<file path="config.mk">
export PLATFORM = sky130hd
export DESIGN_NAME = dl11_fifo_bridge
export DESIGN_NICKNAME = d
export VERILOG_FILES = /design/src/rtl/dl11_fifo_bridge.sv
export SDC_FILE = /design/constraint.sdc
export NUM_CORES = 1
export LEC_CHECK = 0
export ABC_AREA = 1
export BUFFER_PORTS_ARGS = -buffer_cell sky130_fd_sc_hd__buf_4
export CORE_MARGIN = 3
export CORE_UTILIZATION = 61
export CTS_CLUSTER_SIZE = 16
export DETAILED_ROUTE_END_ITERATION = 16
export PLACE_DENSITY_LB_ADDON = 0.2
export SLEW_MARGIN = 20
export SYNTH_ARGS = -nofsm -noshare
export SYNTH_HDL_FRONTEND = slang
export SYNTH_SLANG_ARGS = --single-unit
</file>
<file path="constraint.sdc">
create_clock -name clk -period 3.7 [get_ports clk]
set_clock_uncertainty 0.1 [all_clocks]
set_input_delay 0.74 -clock clk [delete_from_list [all_inputs] [get_ports clk]]
set_output_delay 0.74 -clock clk [all_outputs]
set_load 0.01 [all_outputs]
</file>
<file path="src/rtl/dl11_fifo_bridge.sv">
// Multi-channel DL11 console bridge. Each channel has a TX and an RX FIFO between the DCJ11
// I/O page (RCSR/RBUF/XCSR/XBUF) and a four-register Apple II slot window.
module dl11_fifo_bridge #(
  parameter int          NCH      = 2,
  parameter int          DEPTH    = 8,
  parameter logic [21:0] BASE0    = 22'o17777560,
  parameter logic [21:0] ALT_BASE = 22'o17776500
) (
  input  logic           clk,
  input  logic           rst_n,
  input  logic [21:0]    cpu_addr,
  input  logic           cpu_rd,
  input  logic           cpu_wr,
  input  logic           cpu_byte,
  input  logic [15:0]    cpu_wdata,
  output logic [15:0]    cpu_rdata,
  output logic           cpu_hit,
  input  logic           cpu_init,
  output logic [NCH-1:0] rx_irq,
  output logic [NCH-1:0] tx_irq,
  input  logic [7:0]     host_addr,
  input  logic           host_rd,
  input  logic           host_wr,
  input  logic [7:0]     host_wdata,
  output logic [7:0]     host_rdata
);
  localparam int AW = $clog2(DEPTH);
  localparam int PW = AW + 1;
  localparam logic [7:0]    ID_VAL   = {4'(NCH - 1), 4'(AW)};
  localparam logic [PW-1:0] FULL_CNT = PW'(DEPTH);

  logic [1:0]     cpu_reg;
  logic           cpu_lo_wr;
  logic [5:0]     host_ch;
  logic [1:0]     host_reg;
  logic           host_ch_ok;
  logic [NCH-1:0] cpu_sel;
  logic [NCH-1:0] host_sel;
  logic [15:0]    cpu_val [NCH];
  logic [7:0]     host_val [NCH];
  logic [15:0]    cpu_mux;
  logic [7:0]     host_mux;
  logic [15:0]    cpu_rdata_reg;
  logic [7:0]     host_rdata_reg;
  logic           unused_bits;

  assign cpu_reg     = cpu_addr[2:1];
  // a byte access with addr[0]=1 targets the high byte, which holds nothing writable
  assign cpu_lo_wr   = !(cpu_byte && cpu_addr[0]);
  assign host_ch     = host_addr[7:2];
  assign host_reg    = host_addr[1:0];
  assign host_ch_ok  = 32'(host_ch) < NCH;
  assign unused_bits = &{1'b0, cpu_wdata[15:8], host_wdata[7:2]};

  for (genvar gi = 0; gi < NCH; gi++) begin : g_ch
    localparam logic [21:0] CH_BASE = (gi == 0) ? BASE0 : ALT_BASE + 22'(8 * (gi - 1));

    logic [7:0]    tx_mem [DEPTH];
    logic [7:0]    rx_mem [DEPTH];
    logic [PW-1:0] tx_wr_reg, tx_rd_reg, rx_wr_reg, rx_rd_reg;
    logic [PW-1:0] tx_cnt, rx_cnt;
    logic          tx_empty, tx_full, rx_empty, rx_full;
    logic          tx_push, tx_pop, tx_flush;
    logic          rx_push, rx_pop, rx_flush, rx_drop;
    logic          cpu_rd_ch, cpu_wr_ch, host_rd_ch, host_wr_ch;
    logic          rbuf_rd, rcsr_wr, xcsr_wr;
    logic          rie_reg, xie_reg, ovr_reg;
    logic          rx_irq_reg, tx_irq_reg;
    logic [7:0]    tx_cnt8;
    logic [4:0]    tx_occ;
    logic [15:0]   cpu_val_ch;
    logic [7:0]    host_val_ch;

    assign cpu_sel[gi]  = (cpu_addr[21:3] == CH_BASE[21:3]);
    assign host_sel[gi] = host_ch_ok && (host_ch == 6'(gi));
    assign cpu_rd_ch    = cpu_rd && cpu_sel[gi];
    assign cpu_wr_ch    = cpu_wr && cpu_sel[gi];
    assign host_rd_ch   = host_rd && host_sel[gi];
    assign host_wr_ch   = host_wr && host_sel[gi];

    assign tx_cnt   = tx_wr_reg - tx_rd_reg;
    assign rx_cnt   = rx_wr_reg - rx_rd_reg;
    assign tx_empty = (tx_cnt == '0);
    assign rx_empty = (rx_cnt == '0);
    assign tx_full  = (tx_cnt == FULL_CNT);
    assign rx_full  = (rx_cnt == FULL_CNT);

    assign rbuf_rd = cpu_rd_ch && (cpu_reg == 2'd1);
    assign rcsr_wr = cpu_wr_ch && (cpu_reg == 2'd0) && cpu_lo_wr;
    assign xcsr_wr = cpu_wr_ch && (cpu_reg == 2'd2) && cpu_lo_wr;

    // pops see only the pre-cycle state; a push into a full FIFO rides on a same-cycle pop
    assign rx_pop   = rbuf_rd && !rx_empty;
    assign tx_pop   = host_rd_ch && (host_reg == 2'd1) && !tx_empty;
    assign tx_push  = cpu_wr_ch && (cpu_reg == 2'd3) && cpu_lo_wr && (!tx_full || tx_pop);
    assign rx_push  = host_wr_ch && (host_reg == 2'd2) && (!rx_full || rx_pop);
    assign rx_drop  = host_wr_ch && (host_reg == 2'd2) && rx_full && !rx_pop;
    assign tx_flush = cpu_init || (host_wr_ch && (host_reg == 2'd0) && host_wdata[0]);
    assign rx_flush = cpu_init || (host_wr_ch && (host_reg == 2'd0) && host_wdata[1]);

    always_ff @(posedge clk) begin
      if (tx_push) tx_mem[tx_wr_reg[AW-1:0]] <= cpu_wdata[7:0];
      if (rx_push) rx_mem[rx_wr_reg[AW-1:0]] <= host_wdata;
    end

    always_ff @(posedge clk or negedge rst_n) begin
      if (!rst_n) begin
        tx_wr_reg  <= '0;
        tx_rd_reg  <= '0;
        rx_wr_reg  <= '0;
        rx_rd_reg  <= '0;
        rie_reg    <= 1'b0;
        xie_reg    <= 1'b0;
        ovr_reg    <= 1'b0;
        rx_irq_reg <= 1'b0;
        tx_irq_reg <= 1'b0;
      end else begin
        rx_irq_reg <= rie_reg && !rx_empty;
        tx_irq_reg <= xie_reg && !tx_full;
        if (tx_flush) begin
          tx_wr_reg <= '0;
          tx_rd_reg <= '0;
        end else begin
          if (tx_push) tx_wr_reg <= tx_wr_reg + PW'(1);
          if (tx_pop)  tx_rd_reg <= tx_rd_reg + PW'(1);
        end
        if (rx_flush) begin
          rx_wr_reg <= '0;
          rx_rd_reg <= '0;
        end else begin
          if (rx_push) rx_wr_reg <= rx_wr_reg + PW'(1);
          if (rx_pop)  rx_rd_reg <= rx_rd_reg + PW'(1);
        end
        if (cpu_init) begin
          rie_reg <= 1'b0;
          xie_reg <= 1'b0;
          ovr_reg <= 1'b0;
        end else begin
          if (rcsr_wr) rie_reg <= cpu_wdata[6];
          if (xcsr_wr) xie_reg <= cpu_wdata[6];
          // a fresh overrun outranks the acknowledge of an older one
          if (rx_drop)      ovr_reg <= 1'b1;
          else if (rbuf_rd) ovr_reg <= 1'b0;
        end
      end
    end

    assign tx_cnt8 = 8'(tx_cnt);
    assign tx_occ  = (tx_cnt8 > 8'd31) ? 5'd31 : tx_cnt8[4:0];

    always_comb begin
      cpu_val_ch = 16'h0000;
      case (cpu_reg)
        2'd0:    cpu_val_ch = {8'h00, !rx_empty, rie_reg, 6'h00};
        2'd1:    cpu_val_ch = {ovr_reg, ovr_reg, 6'h00,
                               rx_empty ? 8'h00 : rx_mem[rx_rd_reg[AW-1:0]]};
        2'd2:    cpu_val_ch = {8'h00, !tx_full, xie_reg, 6'h00};
        default: cpu_val_ch = 16'h0000;
      endcase
    end

    always_comb begin
      host_val_ch = 8'h00;
      case (host_reg)
        2'd0:    host_val_ch = {!tx_empty, !rx_full, ovr_reg, tx_occ};
        2'd1:    host_val_ch = tx_empty ? 8'h00 : tx_mem[tx_rd_reg[AW-1:0]];
        2'd3:    host_val_ch = ID_VAL;
        default: host_val_ch = 8'h00;
      endcase
    end

    assign cpu_val[gi]  = cpu_val_ch;
    assign host_val[gi] = host_val_ch;
    assign rx_irq[gi]   = rx_irq_reg;
    assign tx_irq[gi]   = tx_irq_reg;
  end

  assign cpu_hit = |cpu_sel;

  always_comb begin
    cpu_mux = 16'h0000;
    for (int i = 0; i < NCH; i++) begin
      if (cpu_sel[i]) cpu_mux = cpu_val[i];
    end
  end

  always_comb begin
    host_mux = 8'h00;
    for (int i = 0; i < NCH; i++) begin
      if (host_sel[i]) host_mux = host_val[i];
    end
  end

  always_ff @(posedge clk or negedge rst_n) begin
    if (!rst_n) begin
      cpu_rdata_reg  <= 16'h0000;
      host_rdata_reg <= 8'h00;
    end else begin
      if (cpu_rd)  cpu_rdata_reg  <= cpu_mux;
      if (host_rd) host_rdata_reg <= host_mux;
    end
  end

  assign cpu_rdata  = cpu_rdata_reg;
  assign host_rdata = host_rdata_reg;
endmodule

</file>
* Word level (Yosys, flattened, before mapping) *
Memory sizes are Yosys's and may differ from the RTL's.
Cells that the tools add are included.
W data, S select, Z words.

word-level totals
  input bits = 62
  logic and storage cells = 196
  output and inout port bits = 29
  memory bits (writable) = 256
  bits in registers = 66
  memories kept = 4

memories
  memory          words  width  read ports  clocked after memory_dff  write ports  RTL line  RTL
  g_ch[0].rx_mem  8      8      1           0                         1            59        logic [7:0] rx_mem [DEPTH];
  g_ch[0].tx_mem  8      8      1           0                         1            58        logic [7:0] tx_mem [DEPTH];
  g_ch[1].rx_mem  8      8      1           0                         1            59
  g_ch[1].tx_mem  8      8      1           0                         1            58

cells by class
  order comparisons = 3
  mux-type cells = 52
  reduce and logical (&&, ||, !) cells = 92
  add/sub/neg operators = 12
  equal/unequal tests = 13

operators by type and width
  kind                    number
  $pmux W16 S3            2
  $mux W4                 16
  $logic_and A1 B1 Y1     51
  $mux W8                 6
  $pmux W8 S3             2
  $eq A19 B19 Y1 const B  2
  $add A4 B1 Y4 const B   8
  $mux W16                2
  $reduce_bool A2 Y1      12
  $mux W1                 22
  $eq A4 B4 Y1 const B    4
  $logic_not A4 Y1        4
  $sub A4 B4 Y4           4
  $logic_not A1 Y1        11
  $gt A4 B5 Y1 const B    2
  $mux W5                 2
  $eq A2 B2 Y1 const B    4
  $logic_or A1 B1 Y1      8
  $eq A6 B1 Y1 const B    1
  $logic_not A6 Y1        1
  $lt A6 B2 Y1 const B    1
  $reduce_bool A3 Y1      2
  $eq A2 B1 Y1 const B    2
  $logic_not A2 Y1        2
  $reduce_or A2 Y1        1

* Logic depth before layout (Yosys ltp) *
  depth after elaboration = 9
  depth in mapped cells = 16
  gate-level depth less buffers = 15

* Worst setup path after synthesis *
No wires, ideal clock.

  path kind = register -> register
  start point = register g_ch[1].rx_rd_reg[2]
  end point = memory g_ch[1].rx_mem[0][0] (enable)
  cell stages (with the launch flop) = 14
  arrival time = 2.332 ns
  data required time = 3.230 ns
  library setup time = 0.370 ns
  clock period less this slack = 2.802 ns
  buffers on the path = 2
  path slack = 0.898 ns
  path through = dfrtp_1 clkbuf_1 inv_1 clkbuf_1 ha_1 a21oi_1 nand2_1 nand2_1 nand2_1 nand2_1 o21ai_2 inv_2 nand2_2 nor2_1

between the ends
  longest elaborated chain between the ends = 8
  elaborated cells on any way between the ends = 10
  those cells by class = 1 x add/sub; 1 x eq/ne; 2 x mux; 6 x reduce/logical

RTL lines
  what                               RTL line  RTL
  start, declared                    60        logic [PW-1:0] tx_wr_reg, tx_rd_reg, rx_wr_reg, rx_rd_reg;
  start signal, assigned             132       if (rx_pop) rx_rd_reg <= rx_rd_reg + PW'(1);
  $sub A4 B4 Y4 (*)                  82        assign rx_cnt = rx_wr_reg - rx_rd_reg;
  $logic_not A4 Y1                   84        assign rx_empty = (rx_cnt == '0);
  $logic_not A1 Y1                   93        assign rx_pop = rbuf_rd && !rx_empty;
  $logic_and A1 B1 Y1                93
  $logic_or A1 B1 Y1 (*)             96        assign rx_push = host_wr_ch && (host_reg == 2'd2) && (!rx_full || rx_pop);
  $logic_and A1 B1 Y1 (*)            96
  $mux W1 (*)                        103       if (rx_push) rx_mem[rx_wr_reg[AW-1:0]] <= host_wdata;
  $mux W1 (not written as such) (*)  103
  end, declared                      59

Mark *: on every way between the ends. The rest lies on a longest branch, timed or not.

* Worst setup path after layout *
  start point = register g_ch[1].tx_wr_reg[0]
  end point = memory g_ch[1].tx_mem[4][5] (enable)

between the ends
  longest elaborated chain between the ends = 8
  elaborated cells on any way between the ends = 10
  those cells by class = 1 x add/sub; 1 x eq/ne; 2 x mux; 6 x reduce/logical

RTL lines
  what                           RTL line  RTL
  start, declared                60
  start signal, assigned         124       if (tx_push) tx_wr_reg <= tx_wr_reg + PW'(1);
  $sub A4 B4 Y4                  81        assign tx_cnt = tx_wr_reg - tx_rd_reg;
  $logic_not A4 Y1               83        assign tx_empty = (tx_cnt == '0);
  $logic_not A1 Y1               94        assign tx_pop = host_rd_ch && (host_reg == 2'd1) && !tx_empty;
  $logic_and A1 B1 Y1            94
  $logic_or A1 B1 Y1             95        assign tx_push = cpu_wr_ch && (cpu_reg == 2'd3) && cpu_lo_wr && (!tx_full || tx_pop);
  $logic_and A1 B1 Y1            95
  $mux W1                        102       if (tx_push) tx_mem[tx_wr_reg[AW-1:0]] <= cpu_wdata[7:0];
  $mux W1 (not written as such)  102
  end, declared                  58

Parallel ways exist; a longest one is shown, timed or not.

==> flow_summary.toml <==
[grt]
grt_use_total = 0.262
grt-ovfl-total = 0
grt_pass1_wl_mm = 54.1
grt_pass1_vias = 10311
grt_max_degree = 60
antenna_found_initial = 0

[timing]
hold_viol_final = 0
fmax_ghz = 0.329
period_minus_slack_ps = 3040
setup_viol = 0
drv_slew = 0
tns_ps = 0
post-route-period-util = 0.822
max_slew_margin = 0.301
rsz0062_at_grt = "false"
worstMarginPinSlew_ps = 1040

[worst_setup_path]
cp-start-kind = "register"
cp_data_arrival_time_ps = 3120
cp-end-kind = "register"
cp_max_fo = 8
cp.required_ps = 3780
r2r_slack_ps = 660
path_class = "reg2reg"

[yosys]
synth_top_area_cell = "edfxtp_1"
ys_async_sr_fraction = 0.187
synth_edf_count = 256
synth-seq-area-share = 0.617
synth_common_cells = "414 x nand2_1, 256 x edfxtp_1, 202 x nand3_1"
ys.flop_type = "edfxtp_1"
yosys_warnings = 0
yosys-top-cells-area = "edfxtp_1 52%, nand2_1 10%, dfrtp_1 9.9%, nand3_1 6.8%, nor2_1 3.7%"
syn_avg_cell_area_um2 = 9.84
ys_seq_elements = 315
syn_area_mm2 = 0.0148
synth_most_common_cell = "nand2_1"
synthDistinctLibCells = 44
netlist_instances = 1509
synthDominantCellAreaShare = 0.518

[route]
drc = 0
drtIter0Drc = 979
wl_per_cell_um = 17.4
routed_wl_mm = 33.8
vias = 10887
ant_nets = 0
via_per_inst = 5.60
firstDrtPassIters = 6

[run_status]
status = "completed"

[pwr]
power.density_mw_per_mm2 = 447
ir_worst_vdd_v = 0.000402
totalPowerFinal_w = 0.00752
leakage_nw = 7.10

[floorplanning]
dieArea_mm2 = 0.0262
die_h_um = 162
num_rows = 56
io-pin-count = 91
core_mm2 = 0.0237
die_x_um = 162
initial_utilization = 0.627

[cts]
cts_num_sinks = 315
numCtsBuffers = 31
cts-root-buf = "clkbuf_16"
cts_resized = 0
clock_path_buffers = 3
clk_pin_slew_ps = 70
htreeDepth = 1
cts_hold_buf = 0
cts_tree = "done"
insertion_delay_ps = 560
postCtsSetupBuffers = 0

[layout]
nets = 1684
area_delta_synth_final_pct = 13.3
n_antenna_cell = 0
drive_gt1_frac = 0.146

[placement]
dp_hpwl_mm = 22.9
portBuffers = 76
gp_congestion = 0.906

[run]
cap_viol_max_count = 0

[min_path]
min_path_type = "in2async"
-- critical path, stage by stage (launching register included) --
cell and delay, ps:
dfrtp_1 420, inv_1 110, ha_1 180, inv_1 70, fa_1 380, nand2_1 70
inv_1 40, nor2_1 150, nor2_2 80, nand3_2 100, nand3_2 130, nor3_1 820
-- worst paths after layout --
check	from	end	depth (start not counted)
worst min-delay path	rst_n	host_rdata[4]$_DFFE_PN0P_	1
worst min register to register	host_rdata[7]$_DFFE_PN0P_	host_rdata[7]$_DFFE_PN0P_	2
max in group asynchronous	rst_n	g_ch[0].tx_irq_reg$_DFF_PN0_	1
worst max register to register	g_ch[1].tx_wr_reg[0]$_DFFE_PN0P_	g_ch[1].tx_mem[4][5]$_DFFE_PP_	11
worst max-delay path	g_ch[1].tx_wr_reg[0]$_DFFE_PN0P_	g_ch[1].tx_mem[4][5]$_DFFE_PP_	11
min in group clk	cpu_init	g_ch[0].ovr_reg$_DFFE_PN0P_	2
-- through the flow --
step	setup slack (ps)	area [um^2]	instances	utilization	hold WS, ps
4_1_cts	576	16800	1944	0.710	187
6_report	659	16800	1944	0.710	164
5_1_grt	438	16800	1944	0.710	224
3_3_place_gp	551	15800	1886	0.667	365
3_5_place_dp	430	15800	1886	0.667	369
2_1_floorplan	898	14900	1514	-	336
-- layer usage --
metal,global-route usage,part of all wire
met1,0.359,0.41
met2,0.442,0.49
met3,0.0324,0.062
met4,0.0818,0.032
met5,0,0
-- cells in the final DEF, fill, tap and decap left out, types with 5 or more instances in the layout --
cell type | synthesis | layout
a21oi_1 | 27 | 27
a31oi_1 | 5 | 5
buf_4 | 11 | 119
clkbuf_1 | 16 | 5
clkbuf_16 | 0 | 31
clkbuf_8 | 0 | 7
clkinv_2 | 0 | 5
conb_1 | 1 | 6
dfrtp_1 | 59 | 59
edfxtp_1 | 256 | 256
ha_1 | 20 | 20
inv_1 | 98 | 98
inv_2 | 22 | 22
nand2_1 | 414 | 414
nand2_2 | 7 | 7
nand3_1 | 202 | 202
nand3_2 | 7 | 7
nand4_1 | 25 | 25
nor2_1 | 145 | 145
nor2_2 | 10 | 10
nor2_4 | 6 | 6
nor3_1 | 14 | 13
nor3_2 | 7 | 8
o211ai_1 | 7 | 7
o21ai_0 | 51 | 51
o21ai_1 | 13 | 13
o221ai_1 | 5 | 5
xor2_1 | 15 | 15
-- area by class of cell --
| cell class | instances | area (um^2) |
|---|---|---|
| Clock buffer | 43 | 891 |
| Clock inverter | 15 | 124 |
| Fill cell | 1771 | 6860 |
| Inverter | 123 | 462 |
| Multi-Input combinational cell | 1010 | 4890 |
| Sequential cell | 315 | 9160 |
| Tap cell | 319 | 399 |
| Timing Repair Buffer | 119 | 893 |
-- where the power goes --
| part | switching [W] | internal, W |
|---|---|---|
| sequential | 0.00000829 | 0.00384 |
| combinational | 0.000423 | 0.000187 |
| clock | 0.00130 | 0.00175 |
-- kinds of logic (layout without fill, tap and decap cells) --
group                    count (synthesis)  after routing  share of synthesized area
AND/OR/NAND/NOR                        847            847                      0.253
buffers and inverters                  189            300                     0.0547
other                                    1              6                   0.000253
adder cells (fa/ha/maj)                 22             22                     0.0196
flip-flops                             315            315                      0.617
AO/OA/AOI/OAI                          117            117                     0.0442
XOR/XNOR                                18             18                     0.0106
(Power assumes the default switching activity.)
